[config.mk]
export PLATFORM = sky130hd
export DESIGN_NAME = imembus_wbp_pipe_flat
export DESIGN_NICKNAME = d
export VERILOG_FILES = /design/src/rtl/imembus_wbp_pipe_if.sv /design/src/rtl/imembus_wbp_pipe.sv /design/src/flat_wrapper.sv
export SDC_FILE = /design/constraint.sdc
export NUM_CORES = 1
export LEC_CHECK = 0
export ABC_CLOCK_PERIOD_IN_PS = 2380
export BUFFER_PORTS_ARGS = -buffer_cell sky130_fd_sc_hd__buf_2
export CAP_MARGIN = 20
export CELL_PAD_IN_SITES_DETAIL_PLACEMENT = 1
export CELL_PAD_IN_SITES_GLOBAL_PLACEMENT = 2
export CORE_MARGIN = 5
export CORE_UTILIZATION = 34
export DETAILED_ROUTE_END_ITERATION = 8
export PLACE_DENSITY_LB_ADDON = 0.15
export RECOVER_POWER = 100
export SYNTH_ARGS = -nofsm -noshare
export SYNTH_HDL_FRONTEND = slang
export SYNTH_SLANG_ARGS = --single-unit
[constraint.sdc]
create_clock -name i_clk -period 2.38 [get_ports i_clk]
set_input_delay 0.238 -clock i_clk [delete_from_list [all_inputs] [get_ports i_clk]]
set_output_delay 0.238 -clock i_clk [all_outputs]
set_load 0.01 [all_outputs]
[src/rtl/imembus_wbp_pipe_if.sv]
// Pipelined Wishbone read-side bus bundle between the fetch adapter and the
// instruction interconnect.
interface imembus_wbp_pipe_if #(
   parameter int ADDR_WIDTH = 32,
   parameter int DATA_WIDTH = 32
);
   localparam int SEL_WIDTH = DATA_WIDTH / 8;

   logic                  cyc;
   logic                  stb;
   logic                  we;
   logic [SEL_WIDTH-1:0]  sel;
   logic [ADDR_WIDTH-1:0] addr;
   logic [DATA_WIDTH-1:0] data_wr;
   logic [DATA_WIDTH-1:0] data_rd;
   logic                  ack;
   logic                  err;
   logic                  stall;

   modport master (
      output cyc, stb, we, sel, addr, data_wr,
      input  data_rd, ack, err, stall
   );

   modport slave (
      input  cyc, stb, we, sel, addr, data_wr,
      output data_rd, ack, err, stall
   );
endinterface

[src/rtl/imembus_wbp_pipe.sv]
// Instruction-fetch adapter: turns fetch requests into pipelined Wishbone
// reads with up to MAX_OUTSTANDING in flight, returns responses in order and
// drops responses belonging to reads issued before a flush.
module imembus_wbp_pipe #(
   parameter int ADDR_WIDTH      = 32,
   parameter int DATA_WIDTH      = 32,
   parameter int MAX_OUTSTANDING = 4
) (
   input  logic                  i_clk,
   input  logic                  i_rst_n,
   imembus_wbp_pipe_if.master    wb,
   input  logic [ADDR_WIDTH-1:0] i_addr,
   input  logic                  i_re,
   input  logic                  i_flush,
   output logic                  o_stall,
   output logic                  o_valid,
   output logic [DATA_WIDTH-1:0] o_data,
   output logic [ADDR_WIDTH-1:0] o_read_addr,
   output logic                  o_error,
   output logic                  o_unaligned,
   output logic                  o_busy
);
   localparam int OFFS = $clog2(DATA_WIDTH / 8);
   localparam int CW   = $clog2(MAX_OUTSTANDING) + 1;
   localparam int PW   = (MAX_OUTSTANDING > 1) ? $clog2(MAX_OUTSTANDING) : 1;
   localparam logic [CW-1:0] MAX_CNT  = CW'(MAX_OUTSTANDING);
   localparam logic [PW-1:0] LAST_PTR = PW'(MAX_OUTSTANDING - 1);

   logic [CW-1:0]         count_reg, count_next;
   logic [CW-1:0]         disc_reg, disc_next;
   logic [PW-1:0]         wr_ptr_reg, rd_ptr_reg;
   logic [ADDR_WIDTH-1:0] addr_fifo [MAX_OUTSTANDING];
   logic [DATA_WIDTH-1:0] data_hold_reg;
   logic [ADDR_WIDTH-1:0] addr_hold_reg;
   logic                  err_hold_reg;
   logic                  unaligned_reg;

   logic misaligned, full, req_ok, push, pop, deliver;
   logic [DATA_WIDTH-1:0] resp_data;

   // Pointer wrap that also works when the depth is not 2**PW (depth 1).
   function automatic logic [PW-1:0] ptr_inc(input logic [PW-1:0] p);
      return (p == LAST_PTR) ? '0 : p + PW'(1);
   endfunction

   assign misaligned = |i_addr[OFFS-1:0];
   // Only the registered count gates the strobe, so an ack can never
   // combinationally open a slot in the same cycle.
   assign full       = (count_reg == MAX_CNT);
   assign req_ok     = i_re && !misaligned && !full;
   assign push       = req_ok && !wb.stall;
   assign pop        = (wb.ack || wb.err) && (count_reg != '0);
   // A response arriving in a flush cycle belongs to a pre-flush read.
   assign deliver    = pop && (disc_reg == '0) && !i_flush;
   assign resp_data  = wb.err ? '0 : wb.data_rd;

   assign wb.stb     = req_ok;
   assign wb.cyc     = req_ok || (count_reg != '0);
   assign wb.we      = 1'b0;
   assign wb.sel     = '1;
   assign wb.addr    = i_addr;
   assign wb.data_wr = '0;

   assign o_stall     = full || wb.stall;
   assign o_valid     = deliver;
   assign o_data      = deliver ? resp_data : data_hold_reg;
   assign o_read_addr = deliver ? addr_fifo[rd_ptr_reg] : addr_hold_reg;
   assign o_error     = deliver ? wb.err : err_hold_reg;
   assign o_unaligned = unaligned_reg;
   assign o_busy      = (count_reg != '0);

   // Next in-flight count and discard count; a flush marks everything that
   // was outstanding at the start of the cycle (minus this cycle's pop).
   always_comb begin
      count_next = count_reg + CW'(push) - CW'(pop);
      disc_next  = disc_reg;
      if (i_flush)
         disc_next = count_reg - CW'(pop);
      else if (pop && (disc_reg != '0))
         disc_next = disc_reg - CW'(1);
   end

   // Counters, FIFO pointers, held response and misalignment flag.
   always_ff @(posedge i_clk or negedge i_rst_n) begin
      if (!i_rst_n) begin
         count_reg     <= '0;
         disc_reg      <= '0;
         wr_ptr_reg    <= '0;
         rd_ptr_reg    <= '0;
         data_hold_reg <= '0;
         addr_hold_reg <= '0;
         err_hold_reg  <= 1'b0;
         unaligned_reg <= 1'b0;
      end else begin
         count_reg     <= count_next;
         disc_reg      <= disc_next;
         unaligned_reg <= i_re && misaligned;
         if (push)
            wr_ptr_reg <= ptr_inc(wr_ptr_reg);
         if (pop)
            rd_ptr_reg <= ptr_inc(rd_ptr_reg);
         if (deliver) begin
            data_hold_reg <= resp_data;
            addr_hold_reg <= addr_fifo[rd_ptr_reg];
            err_hold_reg  <= wb.err;
         end
      end
   end

   // Address FIFO storage; no reset needed since the pointers qualify it.
   always_ff @(posedge i_clk) begin
      if (push)
         addr_fifo[wr_ptr_reg] <= i_addr;
   end

`ifdef VERIFICATION
   logic                  chk_hold_reg;
   logic [ADDR_WIDTH-1:0] chk_addr_reg;

   // Protocol checks on the fetch side and on the bus responses.
   always_ff @(posedge i_clk or negedge i_rst_n) begin
      if (!i_rst_n) begin
         chk_hold_reg <= 1'b0;
         chk_addr_reg <= '0;
      end else begin
         chk_hold_reg <= i_re && o_stall;
         chk_addr_reg <= i_addr;
         if ((wb.ack || wb.err) && (count_reg == '0))
            $error("imembus_wbp_pipe: response with nothing outstanding");
         if (chk_hold_reg && i_re && (i_addr != chk_addr_reg))
            $error("imembus_wbp_pipe: i_addr changed while stalled");
         if (count_reg > MAX_CNT)
            $error("imembus_wbp_pipe: outstanding count overflow");
      end
   end
`endif

endmodule

[src/flat_wrapper.sv]
// flat-port wrapper written by rule: the top's interface ports become plain ports
module imembus_wbp_pipe_flat 
#(
   parameter int ADDR_WIDTH      = 32,
   parameter int DATA_WIDTH      = 32,
   parameter int MAX_OUTSTANDING = 4
)
  (i_clk, i_rst_n, i_addr, i_re, i_flush, o_stall, o_valid, o_data, o_read_addr, o_error, o_unaligned, o_busy, wb_cyc, wb_stb, wb_we, wb_sel, wb_addr, wb_data_wr, wb_data_rd, wb_ack, wb_err, wb_stall);
  imembus_wbp_pipe_if #(.ADDR_WIDTH(ADDR_WIDTH), .DATA_WIDTH(DATA_WIDTH)) wb_i ();
  input  logic i_clk;
  input  logic i_rst_n;
  input  logic [ADDR_WIDTH-1:0] i_addr;
  input  logic i_re;
  input  logic i_flush;
  output logic o_stall;
  output logic o_valid;
  output logic [DATA_WIDTH-1:0] o_data;
  output logic [ADDR_WIDTH-1:0] o_read_addr;
  output logic o_error;
  output logic o_unaligned;
  output logic o_busy;
  output wire logic [$bits(wb_i.cyc)-1:0] wb_cyc;
  output wire logic [$bits(wb_i.stb)-1:0] wb_stb;
  output wire logic [$bits(wb_i.we)-1:0] wb_we;
  output wire logic [$bits(wb_i.sel)-1:0] wb_sel;
  output wire logic [$bits(wb_i.addr)-1:0] wb_addr;
  output wire logic [$bits(wb_i.data_wr)-1:0] wb_data_wr;
  input wire logic [$bits(wb_i.data_rd)-1:0] wb_data_rd;
  input wire logic [$bits(wb_i.ack)-1:0] wb_ack;
  input wire logic [$bits(wb_i.err)-1:0] wb_err;
  input wire logic [$bits(wb_i.stall)-1:0] wb_stall;
  assign wb_cyc = wb_i.cyc;
  assign wb_stb = wb_i.stb;
  assign wb_we = wb_i.we;
  assign wb_sel = wb_i.sel;
  assign wb_addr = wb_i.addr;
  assign wb_data_wr = wb_i.data_wr;
  assign wb_i.data_rd = wb_data_rd;
  assign wb_i.ack = wb_ack;
  assign wb_i.err = wb_err;
  assign wb_i.stall = wb_stall;
  imembus_wbp_pipe #(.ADDR_WIDTH(ADDR_WIDTH), .DATA_WIDTH(DATA_WIDTH), .MAX_OUTSTANDING(MAX_OUTSTANDING)) u_core (.i_clk(i_clk), .i_rst_n(i_rst_n), .wb(wb_i), .i_addr(i_addr), .i_re(i_re), .i_flush(i_flush), .o_stall(o_stall), .o_valid(o_valid), .o_data(o_data), .o_read_addr(o_read_addr), .o_error(o_error), .o_unaligned(o_unaligned), .o_busy(o_busy));
endmodule
Yosys cells after proc, flatten, opt, wreduce, memory -nomap -nowiden
Memories as Yosys holds them, arrays and structs flattened.
Index checks and enable logic that the tools add are counted.
Widths: inputs -> output; s select.
- add/subtract/negate cells: 6
- multiply operators: 0
- div/mod/pow operators: 0
- $lt $le $gt $ge: 0
- equal/unequal tests: 3
- shifts and indexed selects: 0
- muxes and demuxes: 10
- bitwise operators: 0
- reduce and logical (&&, ||, !) cells: 20
- operator list (kind ; number):
    $mux 32 ; 3
    $logic_and 1x1->1 ; 8
    $mux 3 ; 2
    $reduce_bool 3->1 ; 2
    $sub 3x1->3 ; 2
    $add 2x1->2 const B ; 2
    $eq 2x2->1 const B ; 2
    $logic_not 1->1 ; 4
    $mux 2 ; 2
    $add 3x1->3 ; 1
    $eq 3x3->1 const B ; 1
    $logic_not 3->1 ; 1
    $logic_or 1x1->1 ; 3
    $mux 1 ; 3
    $sub 3x1->3 const B ; 1
    $reduce_bool 2->1 ; 1
    $reduce_or 2->1 ; 1
- bits in registers: 76
- latch bits: 0
- memory bits (writable): 128
- bits in read-only memories: 0
- bits of input ports: 71
- output and inout port bits: 140
- word-level logic and storage cells: 48
- memories kept: 1
- memory list (memory ; depth ; width ; read ports ; clocked after memory_dff ; write ports ; line ; text):
    u_core.addr_fifo ; 4 ; 32 ; 1 ; 0 ; 1 ; imembus_wbp_pipe.sv:32 ; logic [ADDR_WIDTH-1:0] addr_fifo [MAX_OUTSTANDING];

Longest topological paths before layout
Gate-level depths: netlist of the first run.
- depth after elaboration: 7
- gate-level depth with buffers: 9
- mapped depth without buffers: 8

Least setup slack after synthesis of the first run
No wires, ideal clock.
- kind: input-to-reg
- start: in i_addr[1]
- end: mem u_core.addr_fifo[3][0], enable pin
- library setup time: 0.392 ns
- data arrival time: 1.952 ns
- required time: 1.988 ns
- path slack: 0.036 ns
- stages: 3
- path buffers: 0
- path through: or3b_2 > a211oi_2 > and2_1
- word-level cells in the longest chain between the ends: 7
- RTL lines (item ; line ; text):
    start, declared ; flat_wrapper.sv:12 ; input logic [ADDR_WIDTH-1:0] i_addr;
    $reduce_or 2->1 ; imembus_wbp_pipe.sv:46 ; assign misaligned = |i_addr[OFFS-1:0];
    $logic_not 1->1 ; imembus_wbp_pipe.sv:50 ; assign req_ok = i_re && !misaligned && !full;
    $logic_and 1x1->1 (2 in a row) ; imembus_wbp_pipe.sv:50 ;
    $logic_and 1x1->1 ; imembus_wbp_pipe.sv:51 ; assign push = req_ok && !wb.stall;
    via u_core.push ; imembus_wbp_pipe.sv:38 ; logic misaligned, full, req_ok, push, pop, deliver;
    $mux 1 ; imembus_wbp_pipe.sv:112 ; if (push)
    $mux 1 (not written as such) ; imembus_wbp_pipe.sv:113 ; addr_fifo[wr_ptr_reg] <= i_addr;
    end, declared ; imembus_wbp_pipe.sv:32 ;
The timed path passes the listed nets, and every way through them passes these cells.

Worst setup path in the final report of the first run
- start: reg u_core.disc_reg[0]
- end: out o_read_addr[16]
- word-level cells in the longest chain between the ends: 4
- RTL lines (item ; line ; text):
    start, declared ; imembus_wbp_pipe.sv:30 ; logic [CW-1:0] disc_reg, disc_next;
    start signal, assigned ; imembus_wbp_pipe.sv:96 ; disc_reg <= disc_next;
    $logic_not 3->1 ; imembus_wbp_pipe.sv:54 ; assign deliver = pop && (disc_reg == '0) && !i_flush;
    $logic_and 1x1->1 (2 in a row) ; imembus_wbp_pipe.sv:54 ;
    $mux 32 ; imembus_wbp_pipe.sv:67 ; assign o_read_addr = deliver ? addr_fifo[rd_ptr_reg] : addr_hold_reg;
    end, declared ; flat_wrapper.sv:18 ; output logic [ADDR_WIDTH-1:0] o_read_addr;
No other way between the ends.

==> metrics.csv, run 1 <==
stage,metric,value,unit
power,Max IR drop VDD,0.000749,V
cts,Root Driver,clkbuf_16,
cts,Clock Path Buffers,3,
critical_path,cell family with most CP delay,buffers and inverters,
timing,post-layout minimum cycle time,2.57,ns
grt,gr usage total,13.2,%
power,sw frac,28.7,%
synth,ys flop type,edfxtp_1,
timing,FMAX,389,MHz
grt,global-route wire length before repair,29800,um
cts,clock sink count,204,
floorplan,# IOs,211,
critical_path,CP endpoint kind,primary output,
timing,worst-margin pin slew,1.16,ns
timing,Total Negative Setup Slacks,-10.35,ns
power,Power Density,1150,nW/um2
critical_path,critical path cell sequence,inv_2 -> ha_4 -> nand2b_4 -> or3_4 -> buf_12 -> buf_16 -> mux2_4 -> buf_6,
timing,worst hold slack,0.0734,ns
routing,DRC,0,
synth,Post-synth top cells,"128 x edfxtp_1, 76 x dfrtp_1, 69 x buf_4",
floorplan,Starting Density,34.5,%
timing,"Hold Vio Cnt, Final",0,
synth,Netlist cell types,34,
synth,mean post-synth cell area,17.9,um2
grt,antenna violations before repair,0,
job,max-cap violation count,0,
finish,max reg flops,128,
cts,htree depth,1,
synth,mapped cell area,8660,um2
timing,period utilization,108,%
placement,count of buffers from port buffering,173,
timing,"Worst Setup Slack, final",-0.194,ns
timing,Relative slew margins,22.9,%
synth,Synth area leader,edfxtp_1,
floorplan,Die Y-Extent,170,um
placement,GPL Wtd Cong,0.761,
synth,asr flop ratio synth,37.3,%
synth,sequential element share of the synthesized area,66.3,%
timing,Max Clock Skew,0.0199,ns
synth,Area contributors post-synth,"edfxtp_1 44%, dfrtp_1 22%, mux4_2 8.3%",
power,Pleak,4.66,nW
routing,final wirelength,19900,um
synth,post-synth top area share,44.4,%
cts,Num CTS Buffers,24,
critical_path,CP max-delay cell,dfrtp_1,
synth,YS warnings,0,
run_status,failing checks,negative setup slack,
routing,DR vias,4701,
critical_path,Crit. Startpoint,u_core.disc_reg[0],
routing,1st-iter DRT viols,198,
worst_hold_path,HP Class,input port to flip-flop,
grt,largest net degree at the start of global routing,77,
routing,Via density,4.46,
power,Psw,3.72,mW
cts,"Reg clk slew, reported paths",0.05,ns
timing,RSZ-0062 raised after global routing,true,
power,Pwr Total,13.0,mW
placement,Setup WS pre-CTS,0.145,ns
grt,vias in the first global route,5200,
finish,nets,789,
finish,number of diodes,0,
cts,clock latency on the worst-skew pair,0.53,ns
floorplan,CORE AREA,25100,um2
power,Comb power frac,36.8,%
power,clock power share,26.4,%
grt,total congestion overflow,0,
floorplan,chip width,170,um
routing,DR pass1 iterations,4,
critical_path,critical path startpoint category,flip-flop,
timing,Slew Limit Fails,0,
critical_path,CP required,2.14,ns
routing,post-route ant nets,0,
critical_path,Crit path arrival time,2.34,ns
run_status,status,finished with violations,
critical_path,kind of critical path,flip-flop to primary output,
placement,HPWL Detailed,12200,um
finish,share of cells above drive strength 1,40.3,%
worst_hold_path,Hold Path Origin,i_flush,
synth,"EDFF count, synth",128,
critical_path,CP max FO,17,
finish,area delta synth->final,30.4,%
critical_path,Crit path largest cell delay,0.38,ns
cts,CTS tree,built,
synth,Synth Register Bits,204,
synth,"count leader, synth",edfxtp_1,
timing,final setup fails,65,
routing,WL per Instance,18.8,um
critical_path,"Buf+Inv Stages, Crit Path",4,
finish,area of the multi-input gates,2410,um2
floorplan,Rows,58,
critical_path,FF-to-FF Start,u_core.count_reg[0],
floorplan,Die ar.,28800,um2
synth,cells after synthesis,485,
power,Seq pwr share,36.8,%
finish,Fillers,2504,
power,Internal Pwr Total,9.24,mW
finish,Seq. cell area,5750,um2
-- cell type report --
cell class                 instances  share of cell area (%)
multi-input combinational        217                    21.3
sequential                       204                    50.9
clock buffer                      36                    5.80
tap                              330                    3.66
clock inverter                     7                   0.764
timing repair buffer             249                    17.2
inverter                          11                   0.366
-- final timing paths --
path                                                 end  slack, ns  cells after the start
worst min register to register  u_core.addr_hold_reg[20]       0.49                      1
max in group asynchronous            u_core.count_reg[1]       0.95                      3
worst max-delay path                     o_read_addr[16]      -0.19                      8
min in group asynchronous       u_core.addr_hold_reg[15]       0.63                      3
worst min-delay path                  u_core.disc_reg[0]       0.07                      2
worst max register to register       u_core.count_reg[2]       0.05                      9
-- power by group through the flow --
stage	sequential (mW)	combinational, mW	clock, mW
after floorplan	4.70	2.64	0
after global placement	4.79	3.81	0
after detailed placement	4.83	3.88	0
after CTS	4.77	4.68	3.55
after global routing	4.83	5.17	3.70
final	4.77	4.77	3.43
-- cells by family after synthesis --
kind of cell	Yosys count	share of synthesized area (%)
xor+xnor	3	0.303
simple gates	54	3.76
other cells	2	0.0867
compound gates	13	1.30
mux	99	18.7
buf+inv	99	7.82
fa+ha+maj	11	1.68
flops	204	66.3
-- routing by layer --
metal  global-route usage (%)  routed length [um]
met2                     22.0                9770
met1                     17.9                8570
met3                     2.45                1050
met4                     3.61                 451
met5                        0                   0
-- stage by stage --
stage          instances  area (um2)  util [%]
4_1_cts             1043       11200      44.7
5_1_grt             1054       11300      45.0
2_1_floorplan        520        8790         -
6_report            1054       11300      45.0
3_3_place_gp         954        9700      38.6
3_5_place_dp         954        9700      38.6
-- cells in the final DEF (no fill, tap or decap), types with 26 or more instances in the layout --
cell type and count:
edfxtp_1 128, clkbuf_16 26, dlygate4sd3_1 34, buf_6 48, mux4_2 32, buf_2 60
nor2b_1 31, mux2_4 43, dfrtp_1 73, conb_1 37, clkbuf_1 78
-- what timing repair did --
item,in CTS,in global routing
gates resized for setup,53,14
endpoints found under the setup margin,65,65
hold endpoints to repair,202,0
setup buffers,10,9
cloned,2,3
hold buffers,34,0
Note: power is estimated with default switching activity, not from simulation.
==> run 2: changes to the inputs <==
- CORE_ASPECT_RATIO: unset -> 0.9
- TNS_END_PERCENT: unset -> 50
==> run 2 against run 1 <==
  * The flow finishes with violations (max-capacitance violations, max-slew violations, negative setup slack)
  * Register-to-register slack improved by 0.03 ns
  * Critical endpoint is now o_error
  * Sequential share of layout area down 0.61 points
  * Critical path depth fell by 1
  * Die area is essentially flat
  * Critical path type unchanged
  * Via count up 2.9%
  * Clock power grew 7.3%
  * Highest routed layer unchanged
==> metrics.csv, run 2 (synthesized netlist as in run 1, its figures left out) <==
stage,metric,value,unit,change
job,max-cap violation count,1,,+1
cts,htree depth,1,,unchanged
critical_path,CP required,2.14,ns,about the same
finish,Seq. cell area,5750,um2,about the same
run_status,failing checks,"max-capacitance violations, max-slew violations, negative setup slack",,
power,sw frac,28.5,%,-0.24 points
timing,Relative slew margins,-17.0,%,-40 points
routing,1st-iter DRT viols,219,,+11%
timing,worst-margin pin slew,1.75,ns,+0.598 ns
cts,Root Driver,clkbuf_16,,
timing,"Worst Setup Slack, final",-0.215,ns,-0.0211 ns
floorplan,Rows,55,,-5.2%
cts,CTS tree,built,,
timing,Max Clock Skew,0.00977,ns,-0.0101 ns
critical_path,CP endpoint kind,primary output,,
routing,WL per Instance,19.9,um,+5.7%
power,Seq pwr share,35.6,%,-1.2 points
finish,area of the multi-input gates,2420,um2,+0.47%
finish,share of cells above drive strength 1,42.5,%,+2.2 points
placement,placed insts,967,,+1.4%
timing,"Hold Vio Cnt, Final",0,,unchanged
grt,gr usage total,13.4,%,+0.17 points
grt,largest net degree at the start of global routing,61,,-21%
placement,count of buffers from port buffering,173,,unchanged
finish,"commonest non-fill, non-tap cell in the layout",edfxtp_1,,
placement,HPWL Detailed,13000,um,+6.8%
timing,Slew Limit Fails,61,,+61
run_status,status,finished with violations,,
critical_path,kind of critical path,flip-flop to primary output,,
grt,total congestion overflow,0,,unchanged
cts,"Reg clk slew, reported paths",0.06,ns,about the same
finish,final non-filler cell total,1074,,+1.9%
power,Pwr Total,13.4,mW,+3.1%
timing,period utilization,109,%,+0.89 points
timing,FMAX,385,MHz,-0.81%
cts,clock sink count,204,,unchanged
finish,nets,798,,+1.1%
finish,Fillers,2459,,-1.8%
power,Power Density,1170,nW/um2,+1.9%
power,Comb power frac,36.9,%,about the same
floorplan,chip width,178,um,+5.1%
floorplan,# IOs,211,,unchanged
critical_path,CP max FO,6,,-11
power,Psw,3.80,mW,+2.3%
routing,DRC,0,,unchanged
worst_hold_path,HP Class,input port to flip-flop,,
finish,most frequent cells in the layout,"128 x edfxtp_1, 72 x dfrtp_1, 69 x clkbuf_1, 61 x buf_2, 47 x buf_6",,
grt,antenna violations before repair,0,,unchanged
power,clock power share,27.5,%,+1.1 points
timing,worst hold slack,0.116,ns,+0.0430 ns
placement,Setup WS pre-CTS,0.162,ns,+0.0168 ns
power,Max IR drop VDD,0.000852,V,+14%
routing,DR pass1 iterations,4,,unchanged
floorplan,Die Y-Extent,161,um,-4.8%
grt,vias in the first global route,5246,,+0.88%
routing,post-route ant nets,0,,unchanged
floorplan,Starting Density,34.5,%,about the same
floorplan,Die ar.,28800,um2,about the same
timing,post-layout minimum cycle time,2.59,ns,+0.0211 ns
cts,clock latency on the worst-skew pair,0.50,ns,-0.03 ns
routing,Via density,4.50,,+0.94%
finish,max reg flops,128,,unchanged
grt,global-route wire length before repair,30000,um,+0.69%
finish,area delta synth->final,32.0,%,
cts,Num CTS Buffers,23,,-4.2%
power,Pleak,4.75,nW,+1.8%
routing,final wirelength,21400,um,+7.7%
timing,RSZ-0062 raised after global routing,true,,
power,Internal Pwr Total,9.56,mW,+3.5%
floorplan,CORE AREA,25100,um2,about the same
placement,GPL Wtd Cong,0.743,,-2.3%
cts,Clock Path Buffers,3,,unchanged
finish,number of diodes,0,,unchanged
critical_path,critical path startpoint category,flip-flop,,
timing,final setup fails,65,,unchanged
routing,DR vias,4835,,+2.9%
critical_path,Crit path arrival time,2.36,ns,+0.02 ns
-- run 2: power by group through the flow --
stage | logic, mW | clock network, mW | registers [mW]
6_report | 4.93 | 3.68 | 4.76
5_1_grt | 5.31 | 3.96 | 4.81
4_1_cts | 4.01 | 3.79 | 4.75
3_5_place_dp | 3.93 | 0 | 4.82
3_3_place_gp | 3.85 | 0 | 4.78
2_1_floorplan | 2.64 | 0 | 4.70
-- run 2: layout make-up --
class	count	share of cell area, %
inverter	11	0.361
tap	342	3.74
sequential	204	50.3
multi-input combinational	218	21.2
timing repair buffer	258	17.5
clock inverter	12	1.51
clock buffer	29	5.40
-- run 2: what timing repair did --
action / in CTS / in global routing
endpoints found under the hold margin: 187 / 0
setup buffers: 0 / 23
gates cloned: 0 / 9
endpoints found under the setup margin: 65 / 66
hold buffers: 34 / 0
gates resized for setup: 1 / 82
pin swaps: 0 / 4
-- run 2: worst paths after layout --
kind                                     startpoint                       end  slack, ns  cells after the start
max                              u_core.disc_reg[0]                   o_error      -0.21                      7
min                                   wb_data_rd[0]   u_core.data_hold_reg[0]       0.12                      3
max reg2reg                     u_core.count_reg[2]       u_core.count_reg[2]       0.08                      9
min reg2reg                u_core.addr_hold_reg[12]  u_core.addr_hold_reg[12]       0.49                      1
max in group asynchronous                   i_rst_n       u_core.count_reg[0]       0.46                      2
min in group asynchronous                   i_rst_n  u_core.data_hold_reg[17]       0.76                      2
-- run 2: critical path, stage by stage, from the launching register on --
cell and delay (ns):
dfrtp_1 0.39, inv_2 0.09, ha_4 0.15, nand2b_4 0.06, or3_4 0.51, clkbuf_16 0.22, mux2_4 0.31, buf_6 0.13
-- run 2: through the flow --
stage / instance area, um2 / utilization [%] / setup TNS [ns]
detailed placement: 9700 / 38.6 / 0
global route: 11400 / 45.5 / -15.54
global placement: 9700 / 38.6 / 0
floorplan: 8790 / - / 0
finish: 11400 / 45.5 / -10.11
CTS: 10800 / 43.1 / -15.78
-- run 2: metal layers --
layer / routed length (um) / up-vias / share of wire [%] / track usage [%]
met5: 0 / - / 0 / 0
li1: - / 2131 / - / -
met4: 460 / 0 / 2.2 / 3.35
met3: 1360 / 33 / 6.4 / 3.09
met1: 9030 / 2496 / 42 / 17.1
met2: 10500 / 175 / 49 / 23.1
